$ cat src/rtl/bcd_serial_adder_pkg.sv
// Shared definitions for the digit-serial BCD adder.
// - state_t : FSM state encoding (IDLE, ADD, DONE)
// - BCD_MAX : largest legal BCD digit value
// - BCD_ADJ : correction added to a binary digit sum that exceeds BCD_MAX
package bcd_serial_adder_pkg;

    typedef enum logic [1:0] {
        ST_IDLE = 2'd0,
        ST_ADD  = 2'd1,
        ST_DONE = 2'd2
    } state_t;

    localparam logic [3:0] BCD_MAX = 4'd9;
    localparam logic [3:0] BCD_ADJ = 4'd6;

endpackage

$ cat src/rtl/bcd_digit_add.sv
// One decimal digit step: 4-bit binary add with carry-in, then the +6 BCD correction.
// Ports:
// - a, b   : operand digits (may be illegal, i.e. >9)
// - cin    : decimal carry in
// - digit  : corrected BCD digit
// - cout   : decimal carry out
// - bad    : either operand digit is above 9
module bcd_digit_add
    import bcd_serial_adder_pkg::*;
(
    input  logic [3:0] a,
    input  logic [3:0] b,
    input  logic       cin,
    output logic [3:0] digit,
    output logic       cout,
    output logic       bad
);

    logic [4:0] s;

    always_comb begin
        s     = {1'b0, a} + {1'b0, b} + {4'b0000, cin};
        digit = s[3:0];
        cout  = 1'b0;
        // Sums 10..19 wrap to the right decimal digit after adding 6 mod 16.
        if (s > {1'b0, BCD_MAX}) begin
            digit = s[3:0] + BCD_ADJ;
            cout  = 1'b1;
        end
        bad = (a > BCD_MAX) | (b > BCD_MAX);
    end

endmodule

$ cat src/rtl/bcd_serial_adder.sv
// Digit-serial multi-digit BCD adder, one digit per clock, LSD first.
// Ports:
// - Clk, Reset : clock, asynchronous active-high reset
// - Start      : request a new add (taken only when idle or done)
// - A, B       : packed BCD operands, digit 0 in bits [3:0]
// - Busy       : high while digits are being added
// - Done       : one-cycle pulse when Sum/Cout/Invalid are updated
// - Sum, Cout  : packed BCD result and decimal carry out, held between completions
// - Invalid    : some operand digit of the last operation was above 9
module bcd_serial_adder
    import bcd_serial_adder_pkg::*;
#(
    parameter int DIGITS = 4
) (
    input  logic                Clk,
    input  logic                Reset,
    input  logic                Start,
    input  logic [4*DIGITS-1:0] A,
    input  logic [4*DIGITS-1:0] B,
    output logic                Busy,
    output logic                Done,
    output logic [4*DIGITS-1:0] Sum,
    output logic                Cout,
    output logic                Invalid
);

    localparam int W  = 4 * DIGITS;
    localparam int CW = $clog2(DIGITS + 1);

    state_t         state_q, state_d;
    logic [CW-1:0]  cnt_q, cnt_d;
    logic [W-1:0]   a_q, a_d, b_q, b_d;
    logic [W-1:0]   res_q, res_d;
    logic [W-1:0]   sum_q, sum_d;
    logic           carry_q, carry_d;
    logic           inv_q, inv_d;
    logic           cout_q, cout_d;
    logic           invalid_q, invalid_d;

    logic [3:0]     dig;
    logic           dig_cout;
    logic           dig_bad;

    bcd_digit_add u_digit (
        .a     (a_q[3:0]),
        .b     (b_q[3:0]),
        .cin   (carry_q),
        .digit (dig),
        .cout  (dig_cout),
        .bad   (dig_bad)
    );

    always_ff @(posedge Clk or posedge Reset) begin
        if (Reset) begin
            state_q   <= ST_IDLE;
            cnt_q     <= '0;
            a_q       <= '0;
            b_q       <= '0;
            res_q     <= '0;
            sum_q     <= '0;
            carry_q   <= 1'b0;
            inv_q     <= 1'b0;
            cout_q    <= 1'b0;
            invalid_q <= 1'b0;
        end else begin
            state_q   <= state_d;
            cnt_q     <= cnt_d;
            a_q       <= a_d;
            b_q       <= b_d;
            res_q     <= res_d;
            sum_q     <= sum_d;
            carry_q   <= carry_d;
            inv_q     <= inv_d;
            cout_q    <= cout_d;
            invalid_q <= invalid_d;
        end
    end

    always_comb begin
        state_d   = state_q;
        cnt_d     = cnt_q;
        a_d       = a_q;
        b_d       = b_q;
        res_d     = res_q;
        sum_d     = sum_q;
        carry_d   = carry_q;
        inv_d     = inv_q;
        cout_d    = cout_q;
        invalid_d = invalid_q;

        case (state_q)
            ST_IDLE, ST_DONE: begin
                state_d = ST_IDLE;
                if (Start) begin
                    a_d     = A;
                    b_d     = B;
                    res_d   = '0;
                    carry_d = 1'b0;
                    cnt_d   = '0;
                    inv_d   = 1'b0;
                    state_d = ST_ADD;
                end
            end
            ST_ADD: begin
                // New digit enters at the top; after DIGITS steps digit 0 sits at the bottom.
                res_d   = W'({dig, res_q} >> 4);
                a_d     = a_q >> 4;
                b_d     = b_q >> 4;
                carry_d = dig_cout;
                inv_d   = inv_q | dig_bad;
                cnt_d   = cnt_q + 1'b1;
                if (cnt_q == CW'(DIGITS - 1)) begin
                    sum_d     = res_d;
                    cout_d    = dig_cout;
                    invalid_d = inv_q | dig_bad;
                    state_d   = ST_DONE;
                end
            end
            default: state_d = ST_IDLE;
        endcase
    end

    assign Busy    = (state_q == ST_ADD);
    assign Done    = (state_q == ST_DONE);
    assign Sum     = sum_q;
    assign Cout    = cout_q;
    assign Invalid = invalid_q;

endmodule

$ cat config.mk
export PLATFORM = sky130hd
export DESIGN_NAME = bcd_serial_adder
export DESIGN_NICKNAME = d
export VERILOG_FILES = /design/src/rtl/bcd_serial_adder_pkg.sv /design/src/rtl/bcd_digit_add.sv /design/src/rtl/bcd_serial_adder.sv
export SDC_FILE = /design/constraint.sdc
export NUM_CORES = 1
export LEC_CHECK = 0
export ABC_CLOCK_PERIOD_IN_PS = 3300
export CORE_MARGIN = 8
export CORE_UTILIZATION = 52
export DETAILED_ROUTE_END_ITERATION = 16
export PLACE_DENSITY = 0.8
export SLEW_MARGIN = 5
export SYNTH_ARGS = -nofsm -noshare
export SYNTH_HDL_FRONTEND = slang
export SYNTH_SLANG_ARGS = --single-unit
$ cat constraint.sdc
create_clock -name Clk -period 3.3 [get_ports Clk]
set_clock_uncertainty 0.2 [all_clocks]
set_input_delay 0.66 -clock Clk [delete_from_list [all_inputs] [get_ports Clk]]
set_output_delay 0.66 -clock Clk [all_outputs]
set_load 0.1 [all_outputs]
==> results of run 1 <==
[routing by layer]
layer  global-route usage  wire (µm)
met2                0.264       3160
met4               0.0658        106
met5                    0          0
met1                0.206       2860
met3               0.0530        371
[per-stage QoR]
stage	setup slack (ns)	cell area, µm²
2_1_floorplan	0.363	2990
3_3_place_gp	0.294	3580
3_5_place_dp	0.195	3580
4_1_cts	0.185	3750
5_1_grt	0.118	3750
6_report	0.181	3750
[cells by family (layout without fill, tap and decap cells)]
group           after synthesis  after routing
buf+inv                      26             83
compound gates               66             66
simple gates                136            136
mux                           4              4
fa+ha+maj                     8              8
xor+xnor                      1              1
flops                        69             69
[sequential cells by signal (all words and copies together), names as in the netlist]
register and cells:
Sum 16, inv_q 1, res_q 12, carry_q 1, state_q 2, Invalid 1, b_q 16, Cout 1
a_q 16, cnt_q 3
[layout make-up]
class / count / area, µm²
Clock inverter: 6 / 38.8
Clock buffer: 10 / 138
Sequential cell: 69 / 1730
Tap cell: 72 / 90.1
Fill cell: 482 / 1790
Inverter: 6 / 22.5
Timing Repair Buffer: 61 / 568
Multi-Input combinational cell: 215 / 1170
[critical path, stage by stage, from the launching register on]
cell      delay (ns)
dfrtp_1         0.40
fa_1            0.48
fa_1            0.42
xnor2_1         0.20
ha_1            0.26
nor2b_1         0.14
a2111o_1        0.43
and2_4          0.20
mux2_4          0.29
[worst paths after layout]
path / from / end / slack [ns] / cells past startpoint
max: a_q[0]$_DFFE_PP0P_ / res_q[14]$_DFFE_PP0P_ / 0.18 / 8
min: Sum[2]$_DFFE_PP0P_ / Sum[2]$_DFFE_PP0P_ / 0.28 / 2
max reg2reg: a_q[0]$_DFFE_PP0P_ / res_q[14]$_DFFE_PP0P_ / 0.18 / 8
min reg2reg: Sum[2]$_DFFE_PP0P_ / Sum[2]$_DFFE_PP0P_ / 0.28 / 2
max in group asynchronous: Reset / Sum[5]$_DFFE_PP0P_ / 2.12 / 3
min in group asynchronous: Reset / a_q[12]$_DFFE_PP0P_ / 0.50 / 3
[cell usage in the layout (no fill, tap or decap), drive strengths merged]
cell           instances
clkdlybuf4s50         34
buf                   27
clkinvlp               2
a31o                   1
nor2b                  3
a2111o                 1
a22o                  18
xnor2                  1
and2                   2
fa                     2
mux2                   3
or2                    1
nand2b                 2
a21o                   1
clkbuf                10
o21ai                 13
nor2                  28
clkinv                 4
and3                   2
ha                     6
dfrtp                 69
inv                    6
nand2                 94
nand3                  4
mux2i                  1
a31oi                 24
a21oi                  6
o31ai                  2
==> results.tsv, run 1 <==
metric	value	unit
status	finished, final reports clean	
dpl cells	423	
Syn Std Cell Area	0.00299	mm²
Vias	2386	
total wire length	6.49	mm
Die Ht	91.8	µm
CTS tree	done	
Non-Filler Instances	439	
DRC violations left	0	
Synth Area in Simple Gates	0.182	
fin. max-slew vios	0	
post-synthesis adder-cell area fraction	0.0385	
hold_buf cts	0	
achievable frequency	321	MHz
top cells by count, synth	nand2_1 (94), dfrtp_1 (69), nor2_1 (28), a31oi_1 (24), a22o_1 (18)	
CP endpoint kind	flip-flop	
worst endpoint required time	3.33	ns
RSZ-0062 raised after global routing	false	
Final min period	3.12	ns
clock root buffer	clkbuf_8	
num rows	27	
cts bufs inserted	9	
Synthesis Warnings	0	
Critical Setup Path Class	reg2reg	
synth top area cells	dfrtp_1 (58%), nand2_1 (12%), a22o_1 (5.3%)	
fin crit share	0.945	
vias in the first global route	2457	
Max clock buf depth	2	
share of cells above drive strength 1	0.150	
average size of a mapped cell	9.65	µm²
final hold violation count	0	
Core Util, Final	0.678	
initial antenna violation count	0	
first-pass GRT wire length	11.4	mm
Max-Cap Viols	0	
worst hold-check path type	reg2reg	
Total Nets Final	405	
I/O Buffers	54	
HPWL after DPL	4.55	mm
worst hold slack	0.279	ns
most frequent cell after synthesis	nand2_1	
count of cell types in the netlist	28	
global route overflow	0	
GPL Wtd Cong	0.835	
die width	91.8	µm
worst skew pair latency	0.35	ns
sequential share of the synthesized area	0.577	
Crit Path Max Fanout	4	
Starting Density	0.540	
DRT Pass-1 Iters	4	
largest family of logic cells by synthesized area	simple AND/OR/NAND/NOR gates	
total track usage	0.166	
final setup fails	0	
die area	0.00843	mm²
CTS sink cnt	69	
Synth Flop Type	dfrtp_1	
routed len/inst	14.8	µm
diode count	0	
crit path DAT	3.15	ns
setup_tns	0	ns
flops & latches, synth	69	
IO Pins	55	
largest net degree at the start of global routing	70	
Startpoint Class	flip-flop	
CTS resizes	0	
Worst Tran Pin Value	0.538	ns
Area Overhead vs Synth	25.6	%
Setup Buffers After CTS	0	
Iteration-0 DRC Markers	78	
Gate Count Post-Synth	310	
ys async rst share	1.00	
Post-synth EDFFs	0	
antenna-violating nets left	0	
routed vias/inst	5.44	
H-tree levels	3	
Core ar.	0.00554	mm²
mux share of post-synthesis cell area	0.0172	
Post-Synth XOR/XNOR Area	0.00293	
area leader, netlist	dfrtp_1	
Relative slew margins	0.641	
Net Count, Synth	353	
compound-gate portion of the synthesized area	0.149	
top cell type's share of synthesized area	0.577	
Clock Pin Slew Worst Setup and Hold Paths	0.08	ns
Power of run 1 is not shown: default switching activity piles up to over one toggle a cycle in this logic, so the estimate is an artifact.
==> inputs of run 2 (changes only) <==
- ABC_CLOCK_PERIOD_IN_PS: 3300 -> unset
- CELL_PAD_IN_SITES_DETAIL_PLACEMENT: unset -> 1
- CELL_PAD_IN_SITES_GLOBAL_PLACEMENT: unset -> 2
- CORE_UTILIZATION: 52 -> 32
==> run 2 against run 1 <==
Setup slack improved by 0.026 ns. Critical path depth did not move. Fmax rose by 0.84%. Critical path type unchanged. Cell area rose by 1.1%.
==> results.tsv, run 2 (synthesized netlist as in run 1, its figures left out) <==
metric	value	unit
status	finished, final reports clean	
antenna-violating nets left	0	
cts bufs inserted	9	
Area Overhead vs Synth	27.0	%
worst hold-check path type	reg2reg	
Core ar.	0.00915	mm²
fin crit share	0.937	
Max-Cap Viols	0	
largest net degree at the start of global routing	61	
first-pass GRT wire length	13.2	mm
fin. max-slew vios	0	
final setup fails	0	
CTS sink cnt	69	
I/O Buffers	54	
num rows	35	
die area	0.0127	mm²
routed vias/inst	4.93	
setup_tns	0	ns
DRC violations left	0	
layout filler cell count	1052	
Startpoint Class	flip-flop	
worst endpoint required time	3.33	ns
Relative slew margins	0.545	
total track usage	0.130	
routed len/inst	15.8	µm
DRT Pass-1 Iters	4	
hold_buf cts	0	
CTS tree	done	
Vias	2353	
clock root buffer	clkbuf_8	
IO Pins	55	
diode count	0	
initial antenna violation count	0	
Setup Buffers After CTS	0	
worst skew pair latency	0.35	ns
Crit Path Max Fanout	4	
share of cells above drive strength 1	0.145	
Clock Pin Slew Worst Setup and Hold Paths	0.08	ns
cell mode on critical path	fa_1	
achievable frequency	323	MHz
Critical Setup Path Class	reg2reg	
Final min period	3.09	ns
most common cell after layout, fill and taps aside	nand2_1	
Die Ht	113	µm
CTS resizes	0	
slowest CP cell	fa_1	
total wire length	7.55	mm
HPWL after DPL	5.15	mm
crit path DAT	3.12	ns
GPL Wtd Cong	0.727	
Max clock buf depth	2	
vias in the first global route	2548	
CP endpoint kind	flip-flop	
Starting Density	0.327	
die width	113	µm
H-tree levels	3	
CP peak stage delay	0.47	ns
most frequent cells in the layout	nand2_1 (94), dfrtp_1 (69), clkdlybuf4s50_1 (34), nor2_1 (28)	
Iteration-0 DRC Markers	71	
final hold violation count	0	
Worst Tran Pin Value	0.681	ns
RSZ-0062 raised after global routing	false	
Total Nets Final	404	
global route overflow	0	
Cell Chain, Critical Path	fa_1, fa_1, xnor2_1, ha_1, nor2b_1, a2111o_1, and2_4, mux2_4	
## run 2: path summary, 6_finish.rpt
kind                                            from                     to  slack, ns  cells after the start
max in group asynchronous                      Reset     a_q[0]$_DFFE_PP0P_       1.70                      3
worst max-delay path              a_q[0]$_DFFE_PP0P_  res_q[14]$_DFFE_PP0P_       0.21                      8
worst min register to register  res_q[5]$_DFFE_PP0P_     Sum[1]$_DFFE_PP0P_       0.28                      2
min in group asynchronous                      Reset     Sum[2]$_DFFE_PP0P_       0.53                      2
worst max register to register    a_q[0]$_DFFE_PP0P_  res_q[14]$_DFFE_PP0P_       0.21                      8
worst min-delay path            res_q[5]$_DFFE_PP0P_     Sum[1]$_DFFE_PP0P_       0.28                      2
## run 2: critical path, delay by kind of cell (launching register included)
kind | cells | cell delay, ns
AO/OA/AOI/OAI | 1 | 0.42
adder cells (fa/ha/maj) | 3 | 1.14
multiplexers | 1 | 0.29
AND/OR/NAND/NOR | 2 | 0.34
XOR/XNOR | 1 | 0.20
flip-flops | 1 | 0.41
## run 2: metal layers
layer | vias to the layer above | part of all wire | routed length [µm] | global-route usage
li1 | 1142 | - | - | -
met1 | 1152 | 0.49 | 3660 | 0.170
met2 | 49 | 0.45 | 3400 | 0.197
met3 | 10 | 0.054 | 408 | 0.0488
met4 | 0 | 0.010 | 78 | 0.0324
met5 | - | 0 | 0 | 0
## run 2: per-stage QoR
stage	utilization	cell area (µm²)	worst slack (ns)	cells	hold slack, ns
after floorplan	-	2990	0.363	310	0.240
after global placement	0.395	3620	0.280	461	0.259
after detailed placement	0.395	3620	0.201	461	0.267
after CTS	0.415	3800	0.185	477	0.282
after global routing	0.415	3800	0.0782	477	0.301
final	0.415	3800	0.206	477	0.279
## run 2: final cells by class
class / count / area [µm²] / area share
sequential: 69 / 1730 / 0.455
inverter: 6 / 22.5 / 0.00593
multi-input combinational: 215 / 1170 / 0.308
timing repair buffer: 60 / 561 / 0.148
clock inverter: 4 / 22.5 / 0.00593
tap: 111 / 139 / 0.0366
clock buffer: 12 / 155 / 0.0409
Power of run 2 is left out for the same reason.
==> inputs of run 3 (changes only) <==
- SETUP_SLACK_MARGIN: unset -> 0.4
==> run 3 against run 2 <==
Final cell count is 0.63% higher. Setup slack better by 0.24 ns. Sequential share of layout area is 1.2 points lower. Utilization is 1.1 points higher.
==> results.tsv, run 3 (synthesized netlist as in run 1, its figures left out) <==
metric	value	unit
status	finished, final reports clean	
placed inst area	0.00362	mm²
DRT Pass-1 Iters	4	
Max clock buf depth	2	
Critical Setup Path Class	reg2reg	
Starting Density	0.327	
die width	113	µm
worst endpoint required time	3.33	ns
worst skew pair latency	0.34	ns
I/O Buffers	54	
routed vias/inst	4.99	
Relative slew margins	0.628	
worst reg-to-reg path cell count	8	
Clock Pin Slew Worst Setup and Hold Paths	0.08	ns
Max-Cap Viols	0	
clock root buffer	clkbuf_8	
most frequent cells in the layout	nand2_1 (94), dfrtp_1 (69), clkdlybuf4s50_1 (34), nor2_1 (28), buf_4 (27)	
final worst slack	0.451	ns
vias in the first global route	2661	
fin crit share	0.863	
fin. max-slew vios	0	
num rows	35	
CTS tree	done	
Core ar.	0.00915	mm²
Die Ht	113	µm
achievable frequency	351	MHz
IO Pins	55	
GPL Wtd Cong	0.718	
hold_sp	res_q[4]$_DFFE_PP0P_	
initial antenna violation count	0	
Iteration-0 DRC Markers	96	
cts bufs inserted	9	
Worst Tran Pin Value	0.558	ns
RSZ-0062 raised after global routing	true	
setup_tns	0	ns
final non-filler cell area	0.00390	mm²
Startpoint Class	flip-flop	
final setup fails	0	
dpl cells	461	
crit path DAT	2.88	ns
diode count	0	
DRC violations left	0	
worst hold-check path type	reg2reg	
first-pass GRT wire length	12.9	mm
antenna-violating nets left	0	
Crit Path Max Fanout	4	
global route overflow	0	
Vias	2394	
HPWL after DPL	5.14	mm
H-tree levels	3	
die area	0.0127	mm²
CTS sink cnt	69	
hold-critical path depth	2	
hold endpoint	Sum[0]$_DFFE_PP0P_	
CP endpoint kind	flip-flop	
final hold violation count	0	
Total Nets Final	407	
most common cell after layout, fill and taps aside	nand2_1	
total wire length	7.64	mm
total track usage	0.125	
worst r2r dst	res_q[14]$_DFFE_PP0P_	
share of cells above drive strength 1	0.171	
Area Overhead vs Synth	30.4	%
Reg-to-Reg Start	a_q[0]$_DFFE_PP0P_	
routed len/inst	15.9	µm
Reg2Reg Setup Slack	0.45	ns
Final min period	2.85	ns
largest net degree at the start of global routing	70	
Place WS	0.269	ns
Non-Filler Instances	480	
-- run 3: changes by cell type in the layout (fill, tap and decap cells not counted), sizes merged --
cell | previous run | this run
bufinv | 0 | 2
buf | 26 | 29
clkbuf | 12 | 10
-- run 3: how the worst max path moves through the flow --
stage	from	endpoint	slack, ns	cells after the start
global route	a_q[0]$_DFFE_PP0P_	res_q[14]$_DFFE_PP0P_	0.37	8
global placement	a_q[0]$_DFFE_PP0P_	res_q[14]$_DFFE_PP0P_	0.39	8
floorplan	a_q[0]$_DFFE_PP0P_	Sum[14]$_DFFE_PP0P_	0.45	8
detailed placement	a_q[0]$_DFFE_PP0P_	res_q[14]$_DFFE_PP0P_	0.27	8
finish	a_q[0]$_DFFE_PP0P_	res_q[14]$_DFFE_PP0P_	0.45	8
CTS	a_q[0]$_DFFE_PP0P_	res_q[14]$_DFFE_PP0P_	0.42	8
-- run 3: stage by stage --
stage / hold slack, ns / util
3_5_place_dp: 0.266 / 0.396
6_report: 0.279 / 0.426
2_1_floorplan: 0.240 / -
4_1_cts: 0.288 / 0.424
5_1_grt: 0.308 / 0.426
3_3_place_gp: 0.260 / 0.396
-- run 3: cell type report --
class                   count  area [µm²]
repair buffers             63         583
flip-flops and latches     69        1730
multi-input cells         215        1200
clock buffers              10         138
clock inverters             6        86.3
well taps                 111         139
inverters                   6        22.5
fillers                  1068        5250
-- run 3: worst max-delay path, stage by stage (launching register included) --
cell and delay (ns):
dfrtp_1 0.41, fa_2 0.41, fa_2 0.40, xnor2_4 0.16
ha_2 0.21, nor2b_4 0.12, a2111o_1 0.34, and2_4 0.20
mux2_4 0.29
-- run 3: per-layer routing --
metal  share of wire  wire length, µm  global-route usage
met5               0                0                   0
met4           0.017              131              0.0513
met3           0.056              427              0.0386
met2            0.46             3540               0.202
met1            0.46             3540               0.152
-- run 3: repair_timing --
action,4_1_cts,5_1_grt
hold buffers,0,0
resized for setup,3,3
buffers inserted,1,2
endpoints found under the setup margin,4,2
pin swaps,2,1
Power of run 3 is left out for the same reason.
